`config.mk`:
```
export PLATFORM = sky130hd
export DESIGN_NAME = simd_sequencer
export DESIGN_NICKNAME = d
export VERILOG_FILES = /design/src/rtl/simd_pkg.sv /design/src/rtl/simd_beat_counter.sv /design/src/rtl/simd_sequencer.sv
export SDC_FILE = /design/constraint.sdc
export NUM_CORES = 1
export LEC_CHECK = 0
export CELL_PAD_IN_SITES_DETAIL_PLACEMENT = 0
export CELL_PAD_IN_SITES_GLOBAL_PLACEMENT = 1
export CORE_UTILIZATION = 33
export CTS_CLUSTER_DIAMETER = 120
export DETAILED_ROUTE_END_ITERATION = 10
export PLACE_DENSITY_LB_ADDON = 0.1
export SLEW_MARGIN = 40
export SYNTH_ARGS = -nofsm -noshare
export SYNTH_HDL_FRONTEND = slang
export SYNTH_HIERARCHICAL = 1
export SYNTH_SLANG_ARGS = --single-unit
```
`constraint.sdc`:
```
create_clock -name clk -period 3.66 [get_ports clk]
set_input_delay 0.915 -clock clk [delete_from_list [all_inputs] [get_ports clk]]
set_output_delay 0.915 -clock clk [all_outputs]
set_load 0.01 [all_outputs]
```
`src/rtl/simd_pkg.sv`:
```
// Shared definitions for the SIMD operation sequencer.
//   - state_e     : sequencer FSM states
//   - MODE_*      : ALU mode encodings driven onto the datapath mode bus
//   - DEFAULT_BW  : default operand/result width (SIPO/PISO shift length)
//   - cnt_width() : beat counter width, one spare bit above what BW needs
package simd_pkg;

  localparam int DEFAULT_BW = 32;

  typedef enum logic [2:0] {
    IDLE   = 3'd0,
    LOAD   = 3'd1,
    SETTLE = 3'd2,
    SEND   = 3'd3,
    DONE   = 3'd4
  } state_e;

  localparam logic [3:0] MODE_ADD = 4'h0;
  localparam logic [3:0] MODE_SUB = 4'h1;
  localparam logic [3:0] MODE_MUL = 4'h2;
  localparam logic [3:0] MODE_AND = 4'h3;
  localparam logic [3:0] MODE_OR  = 4'h4;
  localparam logic [3:0] MODE_XOR = 4'h5;
  localparam logic [3:0] MODE_MIN = 4'h6;
  localparam logic [3:0] MODE_MAX = 4'h7;

  // The extra bit keeps the counter from wrapping before the SEND terminal
  // compare at cnt == BW.
  function automatic int cnt_width(input int bw);
    return $clog2(bw + 1) + 1;
  endfunction

endpackage

```
`src/rtl/simd_beat_counter.sv`:
```
// Enable/clear beat counter with a terminal-count flag.
// Ports:
//   clk_i   : clock, rising edge
//   rst_ni  : asynchronous active-low reset
//   clr_i   : synchronous clear to zero (priority over en_i)
//   en_i    : count one beat
//   term_i  : terminal value for the current phase
//   cnt_o   : current count
//   tc_o    : high while cnt_o equals term_i
module simd_beat_counter #(
  parameter int W = 7
) (
  input  logic         clk_i,
  input  logic         rst_ni,
  input  logic         clr_i,
  input  logic         en_i,
  input  logic [W-1:0] term_i,
  output logic [W-1:0] cnt_o,
  output logic         tc_o
);

  logic [W-1:0] cnt_q, cnt_d;

  always_comb begin
    cnt_d = cnt_q;
    if (clr_i)
      cnt_d = '0;
    else if (en_i)
      cnt_d = cnt_q + W'(1);
  end

  always_ff @(posedge clk_i or negedge rst_ni) begin
    if (!rst_ni)
      cnt_q <= '0;
    else
      cnt_q <= cnt_d;
  end

  assign cnt_o = cnt_q;
  assign tc_o  = (cnt_q == term_i);

endmodule

```
`src/rtl/simd_sequencer.sv`:
```
// Control FSM sequencing one 4-lane SIMD operation: serial operand load,
// ALU settle, serial result unload, one-cycle done pulse.
// Ports:
//   clk, rst (async active-low)
//   start, mode_in, dtype_in : operation request, sampled in IDLE only
//   abort                    : synchronous return to IDLE from any busy state
//   in_valid / in_ready      : upstream operand byte handshake
//   out_ready / out_valid    : downstream result handshake
//   load, send, mode, dtype  : datapath controls
//   busy, done, beat_cnt     : status and debug
module simd_sequencer
  import simd_pkg::*;
#(
  parameter int BW         = DEFAULT_BW,
  parameter int SETTLE_CYC = 1
) (
  input  logic                   clk,
  input  logic                   rst,
  input  logic                   start,
  input  logic [3:0]             mode_in,
  input  logic                   dtype_in,
  input  logic                   abort,
  input  logic                   in_valid,
  output logic                   in_ready,
  input  logic                   out_ready,
  output logic                   out_valid,
  output logic                   load,
  output logic                   send,
  output logic [3:0]             mode,
  output logic                   dtype,
  output logic                   busy,
  output logic                   done,
  output logic [$clog2(BW+1):0]  beat_cnt
);

  localparam int CW = cnt_width(BW);

  state_e         state_q, state_d;
  logic [3:0]     mode_q, mode_d;
  logic           dtype_q, dtype_d;
  logic           abort_act;
  logic           cnt_clr, cnt_en, cnt_tc;
  logic [CW-1:0]  cnt, cnt_term;

  // abort only matters once an operation is running
  assign abort_act = abort && (state_q != IDLE);

  // Terminal value depends on the phase the shared counter is timing.
  always_comb begin
    cnt_term = '0;
    unique case (state_q)
      LOAD:    cnt_term = CW'(BW - 1);
      SETTLE:  cnt_term = CW'(SETTLE_CYC - 1);
      SEND:    cnt_term = CW'(BW);
      default: cnt_term = '0;
    endcase
  end

  simd_beat_counter #(.W(CW)) u_cnt (
    .clk_i  (clk),
    .rst_ni (rst),
    .clr_i  (cnt_clr),
    .en_i   (cnt_en),
    .term_i (cnt_term),
    .cnt_o  (cnt),
    .tc_o   (cnt_tc)
  );

  // State register
  always_ff @(posedge clk or negedge rst) begin
    if (!rst) begin
      state_q <= IDLE;
      mode_q  <= MODE_ADD;
      dtype_q <= 1'b0;
    end else begin
      state_q <= state_d;
      mode_q  <= mode_d;
      dtype_q <= dtype_d;
    end
  end

  // Next-state and counter control
  always_comb begin
    state_d = state_q;
    mode_d  = mode_q;
    dtype_d = dtype_q;
    cnt_clr = 1'b0;
    cnt_en  = 1'b0;
    if (abort_act) begin
      state_d = IDLE;
      cnt_clr = 1'b1;
    end else begin
      unique case (state_q)
        IDLE: begin
          cnt_clr = 1'b1;
          if (start) begin
            mode_d  = mode_in;
            dtype_d = dtype_in;
            state_d = LOAD;
          end
        end
        LOAD: begin
          if (in_valid) begin
            if (cnt_tc) begin
              cnt_clr = 1'b1;
              state_d = SETTLE;
            end else begin
              cnt_en = 1'b1;
            end
          end
        end
        SETTLE: begin
          if (cnt_tc) begin
            cnt_clr = 1'b1;
            state_d = SEND;
          end else begin
            cnt_en = 1'b1;
          end
        end
        SEND: begin
          if (out_ready) begin
            if (cnt_tc) begin
              cnt_clr = 1'b1;
              state_d = DONE;
            end else begin
              cnt_en = 1'b1;
            end
          end
        end
        DONE: begin
          cnt_clr = 1'b1;
          state_d = IDLE;
        end
        default: begin
          cnt_clr = 1'b1;
          state_d = IDLE;
        end
      endcase
    end
  end

  // Outputs; load/send are suppressed in an abort cycle so the datapath
  // never sees a partial beat.
  always_comb begin
    in_ready  = (state_q == LOAD);
    load      = (state_q == LOAD) && in_valid && !abort;
    send      = (state_q == SEND) && out_ready && !abort;
    // beat 0 of SEND is the PISO capture, no result bit yet
    out_valid = (state_q == SEND) && out_ready && (cnt != '0);
    busy      = (state_q != IDLE);
    done      = (state_q == DONE);
  end

  assign mode     = mode_q;
  assign dtype    = dtype_q;
  assign beat_cnt = cnt;

endmodule

```
==> flow_metrics.py <==
metrics = {
    "power": {
        "peakVddDrop_mv": 0.2723,
        "swShare": 0.2823,
        "p_per_area_nw_per_um2": 318.3,
        "p_clk_frac": 0.254,
        "p_sw_uw": 111.8,
        "p_leak_uw": 0.0004889,
        "seqPwrFrac": 0.481,
        "combPwrFrac": 0.265,
        "internal_power_uw": 284.1,
        "power_uw": 395.9,
    },
    "final_layout": {
        "multi_input_area_sq_um": 489.2,
        "final_nets": 135,
        "mostFrequentLayoutCells": "28 x clkdlybuf4s50_1, 15 x dfrtp_1, 8 x nor2_1, 6 x mux2_2, 6 x xor2_1",
        "seqCellArea_sq_um": 375.4,
        "area.growth.synth_to_final_pct": 38.63,
        "antennaDiodeCount": 0,
        "mostFrequentLayoutCell": "clkdlybuf4s50_1",
        "design_area_sq_um": 1244,
        "drive_gt1_frac": 0.1393,
        "final.fill_count": 266,
        "final_util": 0.4931,
    },
    "synthesis": {
        "synth_edf_count": 0,
        "yosys_warnings": 6,
        "synthArstFlopShare": 1.000,
        "seq_area_frac_synth": 0.4184,
        "synth_nets": 102,
        "synth_top_flop_cell": "dfrtp_1",
        "synth_cells": 90,
        "synth.distinct_cells": 33,
        "synth.avg_cell_area_sq_um": 9.968,
        "syn_area_sq_um": 897.1,
        "synth_seq_cells": 15,
    },
    "die": {
        "die_w_microns": 54.14,
        "core_region_area_sq_um": 2522,
        "dieArea_sq_um": 2931,
        "rows": 18,
        "die_h_microns": 54.14,
        "ios": 29,
        "start_util": 0.3557,
    },
    "timing": {
        "period_share": 0.8919,
        "period_minus_slack_ps": 3264,
        "setup-tns-final_ps": 0,
        "report.final.hold_viol_count": 0,
        "clock_skew_ps": 3.134,
        "slew_violations": 0,
        "fmax_mhz": 306.3,
        "rsz0062_at_grt": "false",
        "slew_headroom": 0.5474,
        "worst_pin_slew_ps": 676.8,
        "finalSetupViolCount": 0,
    },
    "grt": {
        "grt_max_degree": 16,
        "track_usage": 0.1508,
        "grt_pass1_vias": 695,
        "antenna_found_initial": 0,
        "grt_pass1_wl_microns": 3084,
        "overflow": 0,
    },
    "route": {
        "dr.max_layer_used": "met4",
        "vias": 758,
        "wl_met2_microns": 890,
        "drc_errors": 0,
        "vias_per_cell": 4.987,
        "drtIter0Drc": 5,
        "dr.pass1.iters": 4,
        "met1_length_microns": 927,
        "wl_microns": 1936,
        "detail_route.wl_per_cell_microns": 12.74,
        "dr_wl_met3_microns": 88,
        "detail-route-antenna-nets": 0,
    },
    "setup_path": {
        "rr_worst_depth": 10,
        "reg2reg_slack_ps": 1070,
        "rr_startpoint": "state_q[1]$_DFFE_PN0P_",
        "crit_type": "primary input to output port",
        "r2r-end": "u_cnt/cnt_o[6]$_DFFE_PN0P_",
        "worstPathRequired_ps": 2740,
        "cp-start-kind": "primary input",
        "startpoint": "out_ready",
        "critPathCapture": "send",
        "crit_arrival_ps": 2350,
        "critPathCaptureType": "output port",
        "cp_max_fo": 4,
    },
    "cts": {
        "cts_hold_buf": 0,
        "cts_sinks": 15,
        "path_clk_slew_ps": 90,
        "clock_path_buffers": 2,
        "cts_resized": 0,
        "cts_setup_buffers": 0,
        "cts-root-buf": "clkbuf_4",
        "cts_tree": "built",
        "cts_buffers": 3,
        "ctsHtreeMaxLevel": 1,
        "clk_latency_ps": 290,
    },
    "job": {
        "maxCapViolations": 0,
    },
    "outcome": {
        "status": "finished, final reports clean",
    },
    "placed_design": {
        "dpl.hpwl_microns": 1385,
        "port_buffers": 28,
        "gp_congestion": 0.7205,
        "placed_area_sq_um": 1216,
    },
    "hold_path": {
        "min_path_type": "register to register",
    },
}
==> per-layer routing <==
layer,up-vias,GRT usage
li1,382,-
met1,355,0.2024
met5,-,0
met4,0,0.08547
met3,4,0.03390
met2,17,0.2195
==> cells in the mapped netlist (all sizes together) (2+ instances only) <==
library cell,count,area share
dfrtp,15,0.42
nand2,5,0.021
and3b,2,0.020
nand4,3,0.021
mux2,6,0.075
nor2,9,0.046
nor3b,3,0.025
xnor2,5,0.049
nor3,2,0.011
a21oi,3,0.017
nand3,3,0.017
buf,4,0.032
nor4,2,0.014
o21ai,6,0.033
and2,2,0.014
xor2,6,0.059
or3,3,0.026
mux2i,2,0.022
==> sequential cells by signal (all words and copies together) (netlist names) <==
register and count:
u_cnt/cnt_o 7, mode 4, dtype 1, state_q 3
==> power by group through the flow <==
stage	sequential, uW	clock (uW)	combinational (uW)
finish	191	100	105
CTS	191	104	107
floorplan	196	0	46.9
detailed placement	194	0	106
global route	192	109	114
global placement	193	0	106
==> through the flow <==
stage | hold slack (ps) | instances | setup WS [ps]
after floorplan | 551.1 | 90 | 623.3
final | 517.1 | 152 | 395.6
after global placement | 490.2 | 148 | 408.7
after CTS | 522.1 | 152 | 383.7
after detailed placement | 498.4 | 148 | 394.4
after global routing | 534.7 | 152 | 274.8
==> critical path, stage by stage <==
cell and delay (ps):
clkdlybuf4s50_1 520, nand3_1 120, nor3_1 210, clkdlybuf4s50_1 570
==> layout make-up <==
| cell class | instances | share of cell area |
|---|---|---|
| Multi-Input combinational cell | 70 | 0.3934 |
| Sequential cell | 15 | 0.3018 |
| Timing Repair Buffer | 32 | 0.2495 |
| Tap cell | 30 | 0.03018 |
| Clock buffer | 3 | 0.01811 |
| Clock inverter | 1 | 0.004024 |
| Inverter | 1 | 0.003018 |
==> how the worst min path moves through the flow <==
stage	from	endpoint	depth (start not counted)
after detailed placement	dtype$_DFFE_PN0P_	dtype$_DFFE_PN0P_	1
after floorplan	dtype$_DFFE_PN0P_	dtype$_DFFE_PN0P_	1
final	mode[0]$_DFFE_PN0P_	mode[0]$_DFFE_PN0P_	1
after global placement	mode[2]$_DFFE_PN0P_	mode[2]$_DFFE_PN0P_	1
after global routing	mode[2]$_DFFE_PN0P_	mode[2]$_DFFE_PN0P_	1
after CTS	mode[2]$_DFFE_PN0P_	mode[2]$_DFFE_PN0P_	1
==> cell families (layout without fill, tap and decap cells) <==
logic type	after synthesis	count (layout)	share of synthesized area
xor+xnor	11	11	0.1074
buf+inv	5	37	0.03626
simple gates	35	35	0.2218
compound gates	14	14	0.1004
other cells	1	1	0.004180
fa+ha+maj	1	1	0.01394
mux	8	8	0.09762
flops	15	15	0.4184
No activity file was read; power rests on OpenSTA's default activity.
